## src/rtl/mux_2x1_pkg.sv

```systemverilog
// rtl/mux_2x1_pkg.sv - shared widths and types for the 2:1 data selector
package mux_2x1_pkg;

  localparam int DEFAULT_WIDTH = 32;
  localparam int DEFAULT_CNT_W = 16;

  typedef logic [DEFAULT_WIDTH-1:0] data_t;
  typedef logic [DEFAULT_CNT_W-1:0] cnt_t;

endpackage

```

## src/rtl/mux_2x1_toggle_cnt.sv

```systemverilog
// rtl/mux_2x1_toggle_cnt.sv - registered select and saturating select-change counter
module mux_2x1_toggle_cnt
  import mux_2x1_pkg::*;
#(
  parameter int CNT_W = DEFAULT_CNT_W
) (
  input  logic             CLOCK_50,
  input  logic             reset,
  input  logic             sel,
  output logic             sel_q,
  output logic [CNT_W-1:0] toggle_cnt
);

  // sel_q clears to 0 on reset, so a high sel at release counts as a change.
  always_ff @(posedge CLOCK_50) begin
    if (reset) begin
      sel_q      <= 1'b0;
      toggle_cnt <= '0;
    end else begin
      sel_q <= sel;
      if ((sel != sel_q) && (toggle_cnt != {CNT_W{1'b1}})) begin
        toggle_cnt <= toggle_cnt + CNT_W'(1);
      end
    end
  end

endmodule

```

## src/rtl/mux_2x1.sv

```systemverilog
// rtl/mux_2x1.sv - 2:1 data selector with registered side-channel; MUX_2X1_OUT_REG_EN registers out
module mux_2x1
  import mux_2x1_pkg::*;
#(
  parameter int WIDTH = DEFAULT_WIDTH,
  parameter int CNT_W = DEFAULT_CNT_W
) (
  input  logic             CLOCK_50,
  input  logic             reset,
  input  logic [WIDTH-1:0] i0,
  input  logic [WIDTH-1:0] i1,
  input  logic             sel,
  output logic [WIDTH-1:0] out,
  output logic [WIDTH-1:0] out_q,
  output logic             sel_q,
  output logic [CNT_W-1:0] toggle_cnt
);

  logic [WIDTH-1:0] mux_c;

  // An if on an unknown sel falls to the else branch, so X/Z picks i0.
  always_comb begin
    if (sel) begin
      mux_c = i1;
    end else begin
      mux_c = i0;
    end
  end

`ifdef MUX_2X1_OUT_REG_EN
  logic [WIDTH-1:0] out_r;

  always_ff @(posedge CLOCK_50) begin
    if (reset) begin
      out_r <= '0;
    end else begin
      out_r <= mux_c;
    end
  end

  assign out = out_r;
`else
  assign out = mux_c;
`endif

  always_ff @(posedge CLOCK_50) begin
    if (reset) begin
      out_q <= '0;
    end else begin
      out_q <= out;
    end
  end

  mux_2x1_toggle_cnt #(
    .CNT_W(CNT_W)
  ) u_toggle_cnt (
    .CLOCK_50  (CLOCK_50),
    .reset     (reset),
    .sel       (sel),
    .sel_q     (sel_q),
    .toggle_cnt(toggle_cnt)
  );

endmodule

```

## config.mk

```make
export PLATFORM = sky130hd
export DESIGN_NAME = mux_2x1
export DESIGN_NICKNAME = d
export VERILOG_FILES = /design/src/rtl/mux_2x1_pkg.sv /design/src/rtl/mux_2x1_toggle_cnt.sv /design/src/rtl/mux_2x1.sv
export SDC_FILE = /design/constraint.sdc
export NUM_CORES = 1
export LEC_CHECK = 0
export BUFFER_PORTS_ARGS = -buffer_cell sky130_fd_sc_hd__clkbuf_2
export CORE_MARGIN = 2
export CORE_UTILIZATION = 37
export DETAILED_ROUTE_END_ITERATION = 12
export GPL_ROUTABILITY_DRIVEN = 0
export PLACE_DENSITY = 0.76
export SLEW_MARGIN = 20
export SYNTH_ARGS = -nofsm -noshare
export SYNTH_HDL_FRONTEND = slang
export SYNTH_SLANG_ARGS = --single-unit
export TNS_END_PERCENT = 50
```

## constraint.sdc

```tcl
create_clock -name CLOCK_50 -period 1.9 [get_ports CLOCK_50]
set_clock_uncertainty 0.2 [all_clocks]
set_input_delay 0.19 -clock CLOCK_50 [delete_from_list [all_inputs] [get_ports CLOCK_50]]
set_output_delay 0.19 -clock CLOCK_50 [all_outputs]
set_load 0.005 [all_outputs]
```

==> summary.md, run 1 <==
| Metric | Value |
|---|---|
| Max Freq | `about 540 MHz` |
| N_diodes | `0` |
| Initial antenna violation count | `0` |
| Crit path DAT | `about 1.9 ns` |
| Setup violators final | `0` |
| Finished Cell Area | `roughly 3200 um^2` |
| R2r setup slk | `between 0.03 and 0.04 ns` |
| Max-Cap Viols | `0` |
| EDFF count, synth | `0` |
| Vias per cell | `4.91` |
| Number of synthesized register bits | `slightly below 50` |
| Later-pin clock latency in the skew report | `about 0.30 ns` |
| Cell Rows | `27` |
| I/O pins | `148` |
| Pin count of the biggest net entering global routing | `39` |
| Synth Area in XOR/XNOR | `under 10%` |
| Worst EP required | `between 1.5 and 2 ns` |
| H-tree levels | `2` |
| Clock slew at reported path FFs | `0.09 ns` |
| Die W | `80.1 um` |
| Fin nets | `431` |
| Register area share after synthesis | `45.8%` |
| Status | `complete, no violations` |
| Clk buf depth | `2` |
| Library cells used by synthesis | `38` |
| Sum of buffers and inverters on the critical path | `2` |
| Rel. slew slack | `68.6%` |
| Pleak | `~1.5 nW` |
| Critical R2R Capture | `u_toggle_cnt.toggle_cnt[3]` |
| Cell Chain, Critical Path | `ha_4, nand4_1, buf_4, nor4_4, buf_2, or4_1, a21oi_1` |
| Power Total | `~0.0022 W` |
| Commonest register cell after synthesis | `dfxtp_1` |
| Hold WS | `around 0.032 ns` |
| Worst setup path category | `reg -> reg` |
| RSZ-0062 raised after global routing | `true` |
| Antenna viol nets, final | `0` |
| Share of layout cells above drive strength 1 | `between 50% and 60%` |
| Mapped Area | `between 2000 and 2500 um^2` |
| Final worst-path cycle share | `a little over nine tenths` |
| Die area | `between 6000 and 7000 um^2` |
| 1st-pass router iterations | `4` |
| CTS buffer count | `5` |
| Nature of the critical path endpoint | `flip-flop` |
| CP max stage cell | `or4_1` |
| Post-Synth Adder-Cell Area | `0.584%` |
| CP Max Fanout | `6` |
| Number of max-slew violations in the final report | `0` |
| Power Dens Cells | `694 nW/um^2` |
| Routed WL | `between 5000 and 6000 um` |
| Vias in the first global route | `just over 2000` |
| Clk root buf | `clkbuf_8` |
| Max stage delay on crit path | `roughly 0.46 ns` |
| Mapped Cells | `205` |
| Initial DRC Count | `95` |
| Yosys top cell by area | `dfxtp_1` |
| Final Critical Period | `around 1.9 ns` |
| CTS sink cnt | `49` |
| Drt wl/cell | `13.0 um` |
| Port Buffer Count | `147` |
| Min-Delay Path Class | `in -> reg` |
| Reg2reg start | `u_toggle_cnt.toggle_cnt[1]` |
| Hold Crit Endpoint | `out_q[16]` |
| Post-Synth Simple-Gate Area | `22.3%` |
| Worst hold stages | `3` |
| Overflow after GRT | `0` |
| Share of the synthesized area in the top cell type | `a little under half` |
| Height of the die | `approximately 80 um` |
| FF-to-FF path depth | `7` |
| Post-DP HPWL | `4420 um` |
| Core Region | `about 5500 um^2` |
| Synthesis-to-finish area growth | `49.2%` |
| Via Count | `around 2100` |
| First-pass GRT wire length | `8980 um` |
| Commonest non-fill, non-tap cell in the layout | `clkbuf_2` |
| Synth Area in Compound Gates | `9.28%` |
| Worst setup SP type | `flip-flop` |
| Synth Net Count | `~270` |
| CTS tree | `done` |
| Slew @ Worst Pin | `0.467 ns` |
| Fin. Hold Viols | `0` |
| Setup ws final | `0.0374 ns` |
| Max rail drop VDD | `441 uV` |
| Area contributors post-synth | `dfxtp_1 (46%), mux2_2 (17%), and2_1 (9.3%), o31ai_1 (3.2%), or4_1 (2.5%)` |
| Setup TNS Final | `0 ns` |
| Tot GR Track Use | `between 15 and 20%` |
| Initial core utilization | `slightly below 40%` |
| Avg Synthesized Cell Area | `about 10 um^2` |
| Largest family of logic cells by synthesized area | `simple AND/OR/NAND/NOR gates` |
| Post-synthesis mux area share | `~17%` |
| Worst hold start | `i0[16]` |
| Asr flop ratio synth | `0%` |
| Pre-CTS WS | `around 0.046 ns` |
| Top delay family on crit path | `simple AND/OR/NAND/NOR gates` |
| Most frequent cells in the layout | `clkbuf_2 (147), dfxtp_1 (42), and2_1 (33), mux2_2 (32), buf_4 (14)` |
| Yosys warns | `0` |
| Residual DRC | `0` |
| Placed Area | `between 3000 and 4000 um^2` |
how the worst max path moves through the flow:
stage	startpoint	to	slack [ns]	cells past startpoint
2_1_floorplan	u_toggle_cnt.toggle_cnt[0]	u_toggle_cnt.toggle_cnt[4]	0.07	6
4_1_cts	u_toggle_cnt.toggle_cnt[0]	u_toggle_cnt.toggle_cnt[9]	0.02	6
5_1_grt	u_toggle_cnt.toggle_cnt[1]	u_toggle_cnt.toggle_cnt[2]	-0.04	7
3_5_place_dp	u_toggle_cnt.toggle_cnt[0]	u_toggle_cnt.toggle_cnt[9]	0.05	6
3_3_place_gp	u_toggle_cnt.toggle_cnt[0]	u_toggle_cnt.toggle_cnt[3]	0.14	6
6_report	u_toggle_cnt.toggle_cnt[1]	u_toggle_cnt.toggle_cnt[3]	0.04	7
metal layers:
layer	track usage (%)	part of all wire (%)
met3	6.40	8.5
met5	0	0
met2	33.0	53
met1	18.5	37
met4	5.42	1.2
stage by stage:
stage	util, %	std cells
after floorplan	-	205
after global placement	54.3	425
after detailed placement	54.3	425
after CTS	56.4	433
after global routing	57.7	436
final	57.7	436
timing repair:
item / in CTS / in global routing
setup endpoints to repair: 0 / 12
gates resized for setup: 0 / 16
hold buffers: 0 / 0
hold endpoints to repair: 0 / 0
buffers inserted: 0 / 3
worst min-delay path: cells and delay by family:
family,cells,cell delay (ns)
buffers and inverters,1,0.07
and+or+nand+nor,1,0.11
muxes,1,0.14
sequential cells by signal, summed over array words and instances, names as in the netlist:
name                     count
out_q                       32
u_toggle_cnt.toggle_cnt     16
u_toggle_cnt.sel_q           1
area by class of cell:
class	count	area (um^2)
Fill cell	498	2340
Multi-Input combinational cell	141	1140
Sequential cell	49	990
Timing Repair Buffer	162	846
Tap cell	72	90.1
Clock buffer	7	86.3
Clock inverter	1	30.0
Inverter	4	15.0
where the power goes:
part / switching [W] / internal, W
registers: 0.0000189 / 0.00108
logic: 0.000148 / 0.000208
clock network: 0.000336 / 0.000429
total: 0.000503 / 0.00172
logic make-up (layout without fill, tap and decap cells):
group / Yosys count / in the layout
xor gates and xnor gates: 2 / 2
adders and majority gates: 1 / 1
DFF: 49 / 49
buffers and inverters: 15 / 174
AOI/OAI and AO/OA: 30 / 30
and+or+nand+nor: 75 / 75
muxes: 33 / 33
synthesized netlist by cell type (2+ instances only):
master,number
a21oi_1,10
and2_1,32
and3_1,2
and4_1,2
buf_2,2
clkbuf_1,7
dfxtp_1,49
inv_1,4
mux2_2,32
nand2_1,8
nand3_1,5
nand4_1,5
nor2_1,2
nor4_1,2
nor4_2,2
o21ai_0,3
o31ai_1,9
or3_1,3
or4_1,7
No activity file was read; power rests on OpenSTA's default activity.
==> run 2: changes to the inputs <==
Settings changed: BUFFER_PORTS_ARGS -buffer_cell sky130_fd_sc_hd__clkbuf_2 to not set, CORE_UTILIZATION 37 to 56, DONT_BUFFER_PORTS set to 1, PLACE_DENSITY 0.76 to 0.74.
==> run 2 against run 1 <==
  * Cell count is 25% lower
  * Clock power is 0.9% lower
  * Sequential power hardly changed
  * Sequential share of layout area is 1.3 points higher
  * Clock-buffer cell count stayed put
  * Worst setup slack better by 0.028 ns
  * Maximum frequency is 1.5% higher
  * Critical path type unchanged
==> summary.md, run 2 (synthesized netlist as in run 1, its figures left out) <==
| Metric | Value |
|---|---|
| RSZ-0062 raised after global routing | `false` |
| Clk root buf | `clkbuf_8` |
| N_diodes | `0` |
| Worst setup SP type | `flip-flop` |
| Clock slew at reported path FFs | `around 0.080 ns` |
| Die W | `approximately 66 um` |
| CTS tree | `done` |
| Fin nets | `348` |
| Pin count of the biggest net entering global routing | `30` |
| Setup violators final | `0` |
| Vias in the first global route | `between 2000 and 2500` |
| Via Count | `1980` |
| Overflow after GRT | `0` |
| CTS sink cnt | `slightly below 50` |
| Crit path DAT | `about 1.9 ns` |
| Register share of total power | `roughly half` |
| Initial antenna violation count | `0` |
| Reg2reg start | `u_toggle_cnt.toggle_cnt[1]` |
| Status | `complete, no violations` |
| Clock Power Share | `about a third` |
| Power Dens Cells | `719 nW/um^2` |
| Worst setup path category | `reg -> reg` |
| CP Max Fanout | `10` |
| Top delay family on crit path | `simple AND/OR/NAND/NOR gates` |
| Residual DRC | `0` |
| Port Buffer Count | `0` |
| FF-to-FF path depth | `5` |
| Core Region | `around 3700 um^2` |
| Clk buf depth | `2` |
| 1st-pass router iterations | `4` |
| Min-Delay Path Class | `in -> reg` |
| First-pass GRT wire length | `between 10000 and 15000 um` |
| Later-pin clock latency in the skew report | `approximately 0.30 ns` |
| Initial core utilization | `approximately three fifths` |
| Tot GR Track Use | `roughly a third` |
| Share of layout cells above drive strength 1 | `about a quarter` |
| Routed WL | `6930 um` |
| R2r setup slk | `roughly 0.065 ns` |
| Nature of the critical path endpoint | `flip-flop` |
| Max stage delay on crit path | `0.54 ns` |
| CTS buffer count | `5` |
| H-tree levels | `2` |
| Combinational power share | `15.0%` |
| Setup crit start | `u_toggle_cnt.toggle_cnt[1]` |
| Post-DP HPWL | `approximately 3800 um` |
| Hold WS | `about 0.016 ns` |
| P_sw | `approximately 0.00049 W` |
| Max reg flops | `32` |
| Worst EP required | `1.93 ns` |
| Biggest regs | `out_q: 32 flops, u_toggle_cnt.toggle_cnt: 16 flops, u_toggle_cnt.sel_q: 1 flops` |
| Fin. Hold Viols | `0` |
| Max rail drop VDD | `slightly above 500 uV` |
| Commonest non-fill, non-tap cell in the layout | `dlygate4sd3_1` |
| Synthesis-to-finish area growth | `42.8%` |
| Final worst-path cycle share | `a little over nine tenths` |
| Rel. slew slack | `about three fifths` |
| I/O pins | `about 150` |
| CP max stage cell | `or4_1` |
| Max Freq | `~550 MHz` |
| Initial DRC Count | `127` |
| Cell Chain, Critical Path | `buf_4, and4_1, nand3_4, or4_1, a21oi_1` |
| Critical Path End | `u_toggle_cnt.toggle_cnt[15]` |
| Sw Share | `around 22%` |
| Largest Register | `out_q` |
| Slew @ Worst Pin | `between 0.5 and 0.6 ns` |
| Die area | `between 4000 and 5000 um^2` |
| Height of the die | `around 66 um` |
| Most frequent cells in the layout | `dlygate4sd3_1 (62), dfxtp_1 (45), mux2_2 (32), and2_1 (32), buf_4 (16)` |
| Final Critical Period | `between 1.5 and 2 ns` |
| Internal cell power | `around 0.0017 W` |
| Setup TNS Final | `0 ns` |
| Max-Cap Viols | `0` |
| Number of max-slew violations in the final report | `0` |
| Vias per cell | `6.02` |
| Pleak | `1.16 nW` |
| Critical R2R Capture | `u_toggle_cnt.toggle_cnt[15]` |
| Drt wl/cell | `21.0 um` |
| Fillcell total | `209` |
| Cell Rows | `22` |
| Antenna viol nets, final | `0` |
| Sum of buffers and inverters on the critical path | `1` |
| CP Depth | `5` |
run 2: cell count changes in the layout (fill, tap and decap cells not counted), sizes merged:
cell	previous run	this run
buf	15	17
clkbuf	154	7
dlygate4sd3	0	62
run 2: final cells by class:
type | count | area, um^2 | area share (%)
Inverter | 4 | 15.0 | 0.491
Clock buffer | 7 | 86.3 | 2.82
Sequential cell | 49 | 986 | 32.2
Clock inverter | 1 | 30.0 | 0.981
Multi-Input combinational cell | 141 | 1120 | 36.7
Tap cell | 48 | 60.1 | 1.96
Timing Repair Buffer | 79 | 761 | 24.9
run 2: stage by stage:
step | power, W | utilization (%) | setup WS, ns | instance area (um^2) | std cells
6_report | 0.00220 | 83.6 | 0.0652 | 3060 | 329
5_1_grt | 0.00228 | 83.6 | 0.00350 | 3060 | 329
4_1_cts | 0.00219 | 82.6 | 0.0149 | 3020 | 328
3_5_place_dp | 0.00130 | 61.4 | 0.0126 | 2250 | 255
3_3_place_gp | 0.00130 | 61.4 | 0.0786 | 2250 | 255
2_1_floorplan | 0.00128 | - | 0.0730 | 2140 | 205
run 2: power groups by stage:
stage | registers [W] | logic (W) | clock network [W]
CTS | 0.00111 | 0.000309 | 0.000768
global route | 0.00112 | 0.000352 | 0.000807
finish | 0.00111 | 0.000330 | 0.000759
floorplan | 0.00113 | 0.000150 | 0
detailed placement | 0.00113 | 0.000168 | 0
global placement | 0.00113 | 0.000163 | 0
run 2: worst min-delay path by stage:
| stage | start | slack [ns] | end | cells past startpoint |
|---|---|---|---|---|
| finish | i0[4] | 0.02 | out_q[4] | 2 |
| global placement | reset | 0.06 | u_toggle_cnt.toggle_cnt[0] | 1 |
| detailed placement | reset | 0.06 | u_toggle_cnt.toggle_cnt[3] | 1 |
| global route | i0[4] | 0.02 | out_q[4] | 2 |
| floorplan | reset | 0.06 | u_toggle_cnt.sel_q | 1 |
| CTS | i1[5] | 0.0006 | out_q[5] | 2 |
run 2: worst register-to-register path, cell delays in order (launching register included):
cell and delay (ns):
dfxtp_1 0.34, buf_4 0.13, and4_1 0.26, nand3_4 0.16, or4_1 0.54, a21oi_1 0.15
run 2: per-layer routing:
| metal | vias to the layer above | global-route usage, % | wire, um |
|---|---|---|---|
| met5 | - | 0 | 0 |
| met4 | 0 | 13.3 | 193 |
| met3 | 18 | 10.6 | 555 |
| met2 | 114 | 60.6 | 3760 |
| met1 | 955 | 33.4 | 2410 |
| li1 | 893 | - | - |
run 2: what timing repair did:
item,in CTS,in global routing
resized for setup,1,7
pin swaps,1,2
hold endpoints to repair,45,0
setup buffers,2,2
endpoints found under the setup margin,2,10
hold buffers,63,0
==> run 3: changes to the inputs <==
Settings changed: MAX_ROUTING_LAYER set to met4.
==> run 3 against run 2 <==
  * Via count is 0.86% lower
  * Critical path depth stayed put
  * Worst setup slack better by 0.0027 ns
  * Largest cell class unchanged
==> summary.md, run 3 (synthesized netlist as in run 1, its figures left out) <==
| Metric | Value |
|---|---|
| Drt wl/cell | `21.0 um` |
| R2r setup slk | `about 0.068 ns` |
| Setup violators final | `0` |
| Nature of the critical path endpoint | `flip-flop` |
| Reg2reg start | `u_toggle_cnt.toggle_cnt[1]` |
| Final Core Density | `between 80% and 90%` |
| Worst setup path category | `reg -> reg` |
| I/O pins | `~150` |
| Most frequent cells in the layout | `dlygate4sd3_1 (62), dfxtp_1 (45), mux2_2 (32), and2_1 (32), buf_4 (16)` |
| Later-pin clock latency in the skew report | `0.30 ns` |
| Biggest regs | `out_q: 32 flops, u_toggle_cnt.toggle_cnt: 16 flops, u_toggle_cnt.sel_q: 1 flops` |
| CP max stage cell | `or4_1` |
| Top delay family on crit path | `simple AND/OR/NAND/NOR gates` |
| Power Dens Cells | `just over 700 nW/um^2` |
| Min-Delay Path Class | `in -> reg` |
| Max rail drop VDD | `roughly 510 uV` |
| CTS tree | `done` |
| Wl on met1 | `between 2000 and 2500 um` |
| Initial core utilization | `between 50% and 60%` |
| Max stage delay on crit path | `approximately 0.54 ns` |
| Worst setup SP type | `flip-flop` |
| Pin count of the biggest net entering global routing | `30` |
| RSZ-0062 raised after global routing | `false` |
| Cell Chain, Critical Path | `buf_4, and4_1, nand3_4, or4_1, a21oi_1` |
| Initial DRC Count | `131` |
| Number of max-slew violations in the final report | `0` |
| Sum of buffers and inverters on the critical path | `1` |
| Cell Rows | `22` |
| Commonest non-fill, non-tap cell in the layout | `dlygate4sd3_1` |
| Post-DP HPWL | `between 3000 and 4000 um` |
| Max reg flops | `32` |
| Final Critical Period | `between 1.5 and 2 ns` |
| Die area | `around 4300 um^2` |
| CTS buffer count | `5` |
| Via Count | `1963` |
| Worst EP required | `just under 2 ns` |
| Setup TNS Final | `0 ns` |
| Clock slew at reported path FFs | `0.08 ns` |
| Tot GR Track Use | `between 30% and 40%` |
| H-tree levels | `2` |
| Die W | `around 66 um` |
| Final worst-path cycle share | `a little over nine tenths` |
| Synthesis-to-finish area growth | `42.8%` |
| CTS sink cnt | `a little under 50` |
| Fin. Hold Viols | `0` |
| Rel. slew slack | `61.9%` |
| Crit path DAT | `1.86 ns` |
| Pleak | `about 1.2 nW` |
| Top sig layer | `met4` |
| Vias in the first global route | `2022` |
| Clk root buf | `clkbuf_8` |
| 1st-pass router iterations | `4` |
| Clk buf depth | `2` |
| Setup crit start | `u_toggle_cnt.toggle_cnt[1]` |
| Initial antenna violation count | `0` |
| Height of the die | `between 60 and 70 um` |
| Met3 Wirelength | `around 530 um` |
| Slew @ Worst Pin | `roughly 0.57 ns` |
| Met2 wire length | `roughly 3800 um` |
| Critical R2R Capture | `u_toggle_cnt.toggle_cnt[15]` |
| Core Region | `around 3700 um^2` |
| Overflow after GRT | `0` |
| Share of layout cells above drive strength 1 | `between 20% and 30%` |
| Inst Count DP | `around 260` |
| CP Depth | `5` |
| FF-to-FF path depth | `5` |
| Layout Cells excl Fill | `329` |
| Routed WL | `~6900 um` |
| Max-Cap Viols | `0` |
| N_diodes | `0` |
| Residual DRC | `0` |
| CP Max Fanout | `10` |
| Largest Register | `out_q` |
| Port Buffer Count | `0` |
| Vias per cell | `a little under 6` |
| Max Freq | `roughly 550 MHz` |
| Fin nets | `348` |
| Status | `complete, no violations` |
| Critical Path End | `u_toggle_cnt.toggle_cnt[15]` |
| First-pass GRT wire length | `~11000 um` |
| Antenna viol nets, final | `0` |
## run 3: cell counts in the layout (fill, tap and decap cells not counted)
Identical to the previous run, type by type.
## run 3: timing repair
| action | 4_1_cts | 5_1_grt |
|---|---|---|
| resized for setup | 1 | 7 |
| endpoints found under the setup margin | 2 | 10 |
| pin swaps | 1 | 2 |
| hold buffers | 63 | 0 |
| buffers inserted | 2 | 2 |
| endpoints found under the hold margin | 45 | 0 |
## run 3: worst min-delay path by stage
stage	from	end	slack [ns]	depth (start not counted)
finish	i0[4]	out_q[4]	0.01	2
global route	i0[4]	out_q[4]	0.02	2
floorplan	reset	u_toggle_cnt.sel_q	0.06	1
detailed placement	reset	u_toggle_cnt.toggle_cnt[3]	0.06	1
CTS	i1[5]	out_q[5]	0.0006	2
global placement	reset	u_toggle_cnt.toggle_cnt[0]	0.06	1
## run 3: layer usage
layer / global-route usage, % / up-vias
met3: 10.1 / 17
met2: 60.7 / 104
met4: 13.3 / 0
met1: 33.7 / 950
met5: - / -
li1: - / 892
## run 3: report_power, final
| part | switching [W] | total (W) | internal [W] | leakage (nW) |
|---|---|---|---|---|
| clock network | 0.000330 | 0.000759 | 0.000429 | 0.0585 |
| registers | 0.0000336 | 0.00111 | 0.00108 | 0.406 |
| logic | 0.000129 | 0.000330 | 0.000201 | 0.691 |
## run 3: cell type report
class                      count  area [um^2]
inverter                       4         15.0
clock buffer                   7         86.3
sequential                    49          986
multi-input combinational    141         1120
clock inverter                 1         30.0
timing repair buffer          79          761
fill                         209          601
tap                           48         60.1
## run 3: worst reg2reg max path: stages, from the launching register on
cell     delay [ns]
dfxtp_1        0.34
buf_4          0.13
and4_1         0.25
nand3_4        0.15
or4_1          0.54
a21oi_1        0.14
## run 3: through the flow
stage                     hold slack (ns)  setup WS, ns  instance area [um^2]  power, W
after global routing               0.0164       0.00421                  3060   0.00228
after detailed placement           0.0626        0.0126                  2250   0.00130
after global placement             0.0604        0.0786                  2250   0.00130
final                              0.0144        0.0679                  3060   0.00220
after CTS                        0.000607        0.0149                  3020   0.00219
after floorplan                    0.0616        0.0730                  2140   0.00128
